==> config.mk <==
export PLATFORM = sky130hd
export DESIGN_NAME = load_store_unit
export DESIGN_NICKNAME = d
export VERILOG_FILES = /design/src/rtl/load_store_unit.sv
export SDC_FILE = /design/constraint.sdc
export NUM_CORES = 1
export LEC_CHECK = 0
export BUFFER_PORTS_ARGS = -buffer_cell sky130_fd_sc_hd__buf_2
export CELL_PAD_IN_SITES_DETAIL_PLACEMENT = 0
export CELL_PAD_IN_SITES_GLOBAL_PLACEMENT = 2
export CORE_ASPECT_RATIO = 1.1
export CORE_MARGIN = 3
export CORE_UTILIZATION = 32
export DETAILED_ROUTE_END_ITERATION = 10
export GPL_ROUTABILITY_DRIVEN = 0
export HOLD_SLACK_MARGIN = 0.03
export PLACE_DENSITY_LB_ADDON = 0.25
export SLEW_MARGIN = 0
export SYNTH_ARGS = -nofsm -noshare
export SYNTH_HDL_FRONTEND = slang
export SYNTH_SLANG_ARGS = --single-unit
==> constraint.sdc <==
create_clock -name SYS_clk -period 3.65 [get_ports SYS_clk]
set_input_delay 0.1825 -clock SYS_clk [delete_from_list [all_inputs] [get_ports SYS_clk]]
set_output_delay 0.1825 -clock SYS_clk [all_outputs]
set_load 0.005 [all_outputs]
==> src/rtl/load_store_unit.sv <==
// rtl/load_store_unit.sv - byte/half/word load-store unit bridging the core to a word bus
// Splits word-crossing accesses into two aligned beats, aligns store lanes and extends load data.
module load_store_unit #(
  parameter int TIMEOUT_CYCLES = 255
) (
  input  logic        SYS_clk,
  input  logic        SYS_reset,
  input  logic        lsu_req_valid,
  output logic        lsu_req_ready,
  input  logic        lsu_req_we,
  input  logic [1:0]  lsu_req_length,
  input  logic        lsu_req_signed,
  input  logic [31:0] lsu_req_address,
  input  logic [31:0] lsu_req_wdata,
  output logic        lsu_done,
  output logic        lsu_error,
  output logic [31:0] lsu_read_data,
  output logic        bus_req,
  output logic        bus_we,
  output logic [31:0] bus_addr,
  output logic [3:0]  bus_byte_en,
  output logic [31:0] bus_wdata,
  input  logic        bus_ack,
  input  logic [31:0] bus_rdata
);

  typedef enum logic [1:0] {IDLE, BEAT0, BEAT1, DONE} state_t;

  // Abort fires on the edge where the count would reach TIMEOUT_CYCLES.
  localparam logic [15:0] TMO_LAST = 16'(TIMEOUT_CYCLES - 1);

  state_t      state;
  logic        we_q;
  logic        signed_q;
  logic [1:0]  len_q;
  logic [1:0]  off_q;
  logic [3:0]  be_hi_q;
  logic [31:0] wd_hi_q;
  logic [31:0] r0_q;
  logic [15:0] tmo_cnt;

  logic [3:0]  len_mask;
  logic [31:0] wd_masked;
  logic [7:0]  mask8;
  logic [63:0] wd64;
  logic [63:0] rd64;
  logic [31:0] rd_shift;
  logic [31:0] load_data;

  always_comb begin
    len_mask  = 4'b0000;
    wd_masked = 32'h0;
    case (lsu_req_length)
      2'b01: begin len_mask = 4'b0001; wd_masked = {24'h0, lsu_req_wdata[7:0]};  end
      2'b10: begin len_mask = 4'b0011; wd_masked = {16'h0, lsu_req_wdata[15:0]}; end
      2'b11: begin len_mask = 4'b1111; wd_masked = lsu_req_wdata;                end
      default: ;
    endcase
    mask8 = {4'b0000, len_mask} << lsu_req_address[1:0];
    wd64  = {32'h0, wd_masked} << {lsu_req_address[1:0], 3'b000};
  end

  // The finishing beat's data is still on bus_rdata; the low word comes from r0 only after a split.
  always_comb begin
    rd64      = (state == BEAT1) ? {bus_rdata, r0_q} : {32'h0, bus_rdata};
    rd_shift  = 32'(rd64 >> {off_q, 3'b000});
    load_data = 32'h0;
    case (len_q)
      2'b01:   load_data = {{24{signed_q & rd_shift[7]}}, rd_shift[7:0]};
      2'b10:   load_data = {{16{signed_q & rd_shift[15]}}, rd_shift[15:0]};
      2'b11:   load_data = rd_shift;
      default: load_data = 32'h0;
    endcase
  end

  always_ff @(posedge SYS_clk or negedge SYS_reset) begin
    if (!SYS_reset) begin
      state         <= IDLE;
      lsu_req_ready <= 1'b1;
      lsu_done      <= 1'b0;
      lsu_error     <= 1'b0;
      lsu_read_data <= 32'h0;
      bus_req       <= 1'b0;
      bus_we        <= 1'b0;
      bus_addr      <= 32'h0;
      bus_byte_en   <= 4'h0;
      bus_wdata     <= 32'h0;
      we_q          <= 1'b0;
      signed_q      <= 1'b0;
      len_q         <= 2'b00;
      off_q         <= 2'b00;
      be_hi_q       <= 4'h0;
      wd_hi_q       <= 32'h0;
      r0_q          <= 32'h0;
      tmo_cnt       <= 16'h0;
    end else begin
      lsu_done <= 1'b0;
      case (state)
        IDLE: begin
          if (lsu_req_valid) begin
            lsu_req_ready <= 1'b0;
            we_q          <= lsu_req_we;
            signed_q      <= lsu_req_signed;
            len_q         <= lsu_req_length;
            off_q         <= lsu_req_address[1:0];
            be_hi_q       <= mask8[7:4];
            wd_hi_q       <= wd64[63:32];
            if (lsu_req_length == 2'b00) begin
              state         <= DONE;
              lsu_done      <= 1'b1;
              lsu_error     <= 1'b0;
              lsu_read_data <= 32'h0;
            end else begin
              state       <= BEAT0;
              bus_req     <= 1'b1;
              bus_we      <= lsu_req_we;
              bus_addr    <= {lsu_req_address[31:2], 2'b00};
              bus_byte_en <= mask8[3:0];
              bus_wdata   <= wd64[31:0];
              tmo_cnt     <= 16'h0;
            end
          end
        end
        BEAT0, BEAT1: begin
          if (bus_ack) begin
            tmo_cnt <= 16'h0;
            if (state == BEAT0) r0_q <= bus_rdata;
            if (state == BEAT0 && be_hi_q != 4'h0) begin
              state       <= BEAT1;
              bus_addr    <= bus_addr + 32'd4;
              bus_byte_en <= be_hi_q;
              bus_wdata   <= wd_hi_q;
            end else begin
              state     <= DONE;
              bus_req   <= 1'b0;
              lsu_done  <= 1'b1;
              lsu_error <= 1'b0;
              if (!we_q) lsu_read_data <= load_data;
            end
          end else if (tmo_cnt == TMO_LAST) begin
            state         <= DONE;
            bus_req       <= 1'b0;
            lsu_done      <= 1'b1;
            lsu_error     <= 1'b1;
            lsu_read_data <= 32'h0;
            tmo_cnt       <= 16'h0;
          end else begin
            tmo_cnt <= tmo_cnt + 16'd1;
          end
        end
        DONE: begin
          state         <= IDLE;
          lsu_req_ready <= 1'b1;
          lsu_error     <= 1'b0;
        end
        default: state <= IDLE;
      endcase
    end
  end

endmodule
* Yosys cells after proc, flatten, opt, wreduce, memory -nomap -nowiden
Index checks and enable logic that the tools add are counted.
** Storage, ports and cells
- Register bits after elaboration :: 197
- Output and inout port bits :: 105
- Logic and storage cells :: 117
** Operators by class
- Equality and inequality tests :: 18
- Mux-type cells :: 56
- Bitwise logic cells :: 3
- Add/sub/neg operators :: 2
- Shift operators :: 3
- Reduce and logical (&&, ||, !) cells :: 17
** Operator list (number)
- 32-bit two-way mux :: 14
- 32-bit one-hot mux with 2 select lines :: 3
- 32-bit one-hot mux with 3 select lines :: 2
- 16-bit two-way mux :: 4
- 64-bit two-way mux :: 1
- 32-bit by 5-bit << shifter with 64-bit output :: 1
- 64-bit by 5-bit >> shifter with 32-bit output :: 1
- 32-bit by 3-bit adder with 32-bit output, second input constant :: 1
- 16-bit one-hot mux with 2 select lines :: 1
- 16-bit by 1-bit adder with 16-bit output, second input constant :: 1
- 16-bit by 8-bit equality test with 1-bit output, second input constant :: 1
- 1-bit two-way mux :: 16
- 4-bit two-way mux :: 4
- 2-bit equality test, second input constant :: 6
- 4-bit one-hot mux with 3 select lines :: 1
- 2-bit inequality test, second input constant :: 5
- 5-bit AND reduction :: 2
- 3-bit inequality test, second input constant :: 3
- 3-bit AND reduction :: 3
- 2-bit two-way mux :: 4
- 4-bit one-hot mux with 2 select lines :: 1
- 4-bit by 2-bit << shifter with 8-bit output :: 1
- 2-bit by 1-bit equality test with 1-bit output, second input constant :: 3
- 1-bit one-hot mux with 2 select lines :: 3
- other kinds (12) :: 17

* Depth between registers and ports, before layout
- Depth in word-level cells :: 9
- Gate-level depth with buffers :: 10
- Depth with buffers taken out :: 7

* Worst setup path before layout
OpenSTA, ideal clock, no wires.
- Path type :: register to register
- Start point :: reg state[0]
- End point :: reg lsu_read_data[16]
- Arrival time :: 2.059 ns
- Setup slack :: 1.469 ns
- Path buffers :: 2
- Period minus slack after synthesis :: 2.181 ns
- Cell stages (with the launch flop) :: 10
- Cells stage by stage :: dfrtp_1 inv_1 ha_1 buf_2 mux2_2 o22ai_1 nor4b_1 o211ai_1 buf_4 nand2_1
** On the way
- Cells in the longest elaborated chain, start to end :: 9
- Elaborated cells on any way between the ends :: 21
** RTL lines
- from (decl) :: RTL line 32 : state_t state;
- from (signal assigned) :: RTL line 78 : state <= IDLE;
- from (signal assigned) :: RTL line 109 : state <= DONE;
- from (signal assigned) :: RTL line 114 : state <= BEAT0;
- 2-bit equality test :: RTL line 65, 98
- 64-bit two-way mux :: RTL line 65 : rd64 = (state == BEAT1) ? {bus_rdata, r0_q} : {32'h0, bus_rdata};
- 64-bit by 5-bit >> shifter with 32-bit output :: RTL line 66 : rd_shift = 32'(rd64 >> {off_q, 3'b000});
- 1-bit AND (on tied branches) :: RTL line 70, 69
- 32-bit one-hot mux with 3 select lines :: RTL line 68 : case (len_q)
- 32-bit two-way mux :: RTL line 138 : if (!we_q) lsu_read_data <= load_data;
- 32-bit two-way mux :: RTL line 128 : if (state == BEAT0 && be_hi_q != 4'h0) begin
- 32-bit two-way mux :: RTL line 125 : if (bus_ack) begin
- 32-bit one-hot mux with 2 select lines :: RTL line 98 : case (state)
- to (signal assigned) :: RTL line 138
- to (decl) :: RTL line 17 : output logic [31:0] lsu_read_data,
Several ways; a longest one is shown, not always the timed one. The select of a mux whose other input is x is not followed.
A chain may end at the register's enable or synchronous reset.

* Final worst setup path
- Start point :: reg state[0]
- End point :: reg bus_wdata[3]
** On the way
- Cells in the longest elaborated chain, start to end :: 4
- Elaborated cells on any way between the ends :: 12
** RTL lines
- 2-bit equality test / 2-bit by 1-bit equality test with 1-bit output (equally long branches) :: RTL line 98, 128
- 2-bit OR reduction / 1-bit logical AND (equally long branches) :: RTL line 98, 128
- 2-bit inequality test (no source line) / 2-bit nonzero test (equally long branches)
- 5-bit AND reduction (no source line)
- to (signal assigned) :: RTL line 119 : bus_wdata <= wd64[31:0];
- to (signal assigned) :: RTL line 132 : bus_wdata <= wd_hi_q;
- to (decl) :: RTL line 22 : output logic [31:0] bus_wdata,
Several ways; a longest one is shown, not always the timed one.

==> flow_summary.json <==
{
  "status": "complete, no violations",
  "worst_setup_path_start_kind": "flip-flop",
  "pwr-share-seq": 0.337,
  "wl_per_cell_um": 19.3,
  "yosys.area.top_type": "dfrtp_1",
  "vias_per_cell": 5.29,
  "path_clk_slew_ns": 0.08,
  "grt_first_pass_wirelength_um": 53800,
  "synthXorXnorAreaFrac": 0.0102,
  "ys_seq_elements": 186,
  "cts_buffer_depth": 2,
  "fin_nets": 1428,
  "io_buffers": 206,
  "drt_wl_total_um": 33700,
  "switching_share": 0.431,
  "synth_adder_area_share": 0.0119,
  "initial_core_util": 0.327,
  "synthSimpleGateAreaFrac": 0.159,
  "finalSetupViolations": 0,
  "power.share.clock": 0.184,
  "dpl_cell_area_um2": 11800,
  "synth_compound_area_frac": 0.199,
  "min_period_ns": 2.69,
  "async_reset_ff_frac": 1.00,
  "clock_sinks": 186,
  "syn_inst": 1073,
  "track_usage": 0.196,
  "power_density_nw_per_um2": 820,
  "cts_htree_levels": 4,
  "post-route-period-util": 0.736,
  "globalRouteOverflowTotal": 0,
  "route.detailed.drc": 0,
  "clock.fmax_ghz": 0.372,
  "synth_cell_types": 70,
  "cp.required_ns": 4.02,
  "cts_setup_buffers": 0,
  "root_buffer": "clkbuf_16",
  "ant_nets": 0,
  "hold_class": "in2reg",
  "area_growth_pct": 26.7,
  "clk_latency_ns": 0.45,
  "synth_top_family_by_area": "compound AO/OA/AOI/OAI gates",
  "num_vias": 9251,
  "cts_tree": "built",
  "tns_ns": 0,
  "muxShareOfSynthArea": 0.130,
  "ir_drop_mv": 0.407,
  "cts_made_buffers": 17,
  "syn_area_um2": 10300,
  "placementRows": 68,
  "grt_max_degree": 77,
  "synth_area_leaders": "dfrtp_1, mux2_2, mux2i_1, nand2_1, a22oi_1",
  "max_slew_margin": 0.255,
  "slew_viol_final": 0,
  "detailedRoute.firstIterationViolations": 559,
  "cts_resized": 0,
  "diodes": 0,
  "grt_pass1_vias": 9331,
  "drv_cap": 0,
  "r2r_setup_slack_ns": 0.96,
  "synth-edff-count": 0,
  "tightest_slew_ns": 1.12,
  "comb_power_share": 0.479,
  "cp.arrival_ns": 3.05,
  "synth_area_per_cell_um2": 9.64,
  "crit_fanout": 21,
  "end_kind": "flip-flop",
  "ys_dominant_reg_cell": "dfrtp_1",
  "p_int_w": 0.00611,
  "fp.dieArea_um2": 34500,
  "finalHoldViolations": 0,
  "ys_seq_area_frac": 0.450,
  "yosysWarnings": 0,
  "final_util": 0.414,
  "finalInstanceArea_um2": 13100,
  "io_pins": 209,
  "cts_hold_buf": 70,
  "finClkSkew_ns": 0.0127,
  "die_y_um": 195,
  "drive_gt1_frac": 0.255,
  "p_leak_nw": 5.98,
  "coreArea_um2": 31700,
  "synth_most_common_cell": "dfrtp_1",
  "synth_top_cell_area_share": 0.448,
  "dp_hpwl_um": 23900,
  "switching_power_w": 0.00463,
  "antenna_found_initial": 1,
  "rsz0062_at_grt": "no",
  "critical_path_class": "reg2reg",
  "first_pass_iters": 5,
  "yosys-top-cells-count": "dfrtp_1, nand2_1, mux2i_1",
  "die_w_um": 177
}
[routing by layer]
layer	share of wire	global-route usage
met1	0.47	0.277
met5	0.00039	0
met3	0.039	0.0311
met4	0.011	0.0434
met2	0.48	0.317
[cell usage in the layout, fill, tap and decap left out, types with 4 or more instances in the layout]
master / instances
a211oi_1: 10
a21o_1: 5
a21oi_1: 58
a221o_1: 4
a22o_1: 25
a22oi_1: 54
a2bb2oi_1: 7
and2_1: 4
and3_1: 9
and4_1: 13
buf_2: 205
buf_4: 26
clkbuf_16: 17
dfrtp_1: 184
dlygate4sd3_1: 70
ha_1: 8
inv_1: 10
inv_8: 5
mux2_2: 59
mux2i_1: 66
nand2_1: 140
nand2b_1: 6
nand3_1: 33
nand4_1: 20
nor2_1: 48
nor2b_1: 19
nor3_1: 21
o211ai_1: 11
o21ai_0: 62
o22ai_1: 34
o31ai_1: 11
or3_1: 6
xor2_1: 9
[flip-flops by register name, summed over array words and instances (netlist names), 2 cells and up]
name	cells
wd_hi_q	24
be_hi_q	3
bus_addr	30
state	2
lsu_read_data	32
off_q	2
len_q	2
bus_wdata	32
tmo_cnt	16
bus_byte_en	4
r0_q	32
[area by class of cell]
class / count / area (um^2)
clock buffer: 18 / 439
clock inverter: 14 / 179
fill: 3218 / 18500
inverter: 11 / 41.3
multi-input combinational: 795 / 5290
sequential: 186 / 4660
tap: 420 / 526
timing repair buffer: 304 / 1980
[cells by family after synthesis]
| logic type | count (synthesis) |
|---|---|
| buf+inv | 93 |
| flops | 186 |
| other cells | 1 |
| compound gates | 307 |
| simple gates | 338 |
| mux | 126 |
| fa+ha+maj | 10 |
| xor+xnor | 12 |
[power groups by stage]
stage               clock network (W)  registers [W]  logic [W]
floorplan                           0        0.00345    0.00353
global placement                    0        0.00364    0.00512
detailed placement                  0        0.00366    0.00517
CTS                           0.00204        0.00363    0.00524
global route                  0.00214        0.00375    0.00577
finish                        0.00198        0.00362    0.00515
[stage by stage]
stage	worst slack [ns]	instances	hold slack, ns	total power [W]
after CTS	0.938	1748	0.0307	0.0109
final	0.964	1748	0.0391	0.0107
after global routing	0.727	1748	0.0348	0.0117
after floorplan	1.47	1074	-0.113	0.00698
after global placement	1.03	1646	0.286	0.00876
after detailed placement	0.961	1646	0.286	0.00883
[worst paths after layout]
| check | from | end | depth (start not counted) |
|---|---|---|---|
| worst min register to register | lsu_read_data[15] | lsu_read_data[15] | 2 |
| worst min-delay path | lsu_req_address[7] | bus_addr[7] | 3 |
| max in group asynchronous | SYS_reset | off_q[0] | 3 |
| min in group asynchronous | SYS_reset | tmo_cnt[11] | 2 |
| worst max register to register | state[0] | bus_wdata[3] | 8 |
| worst max-delay path | state[0] | bus_wdata[3] | 8 |
[worst max-delay path, stage by stage, from the launching register on]
cell and delay, ns:
dfrtp_1 0.40, inv_1 0.12, ha_1 0.41, or2_4 0.35
a221o_1 0.33, buf_4 0.22, nor3_4 0.53, a22oi_1 0.12
o21ai_0 0.12
Note: power is estimated with default switching activity, not from simulation.
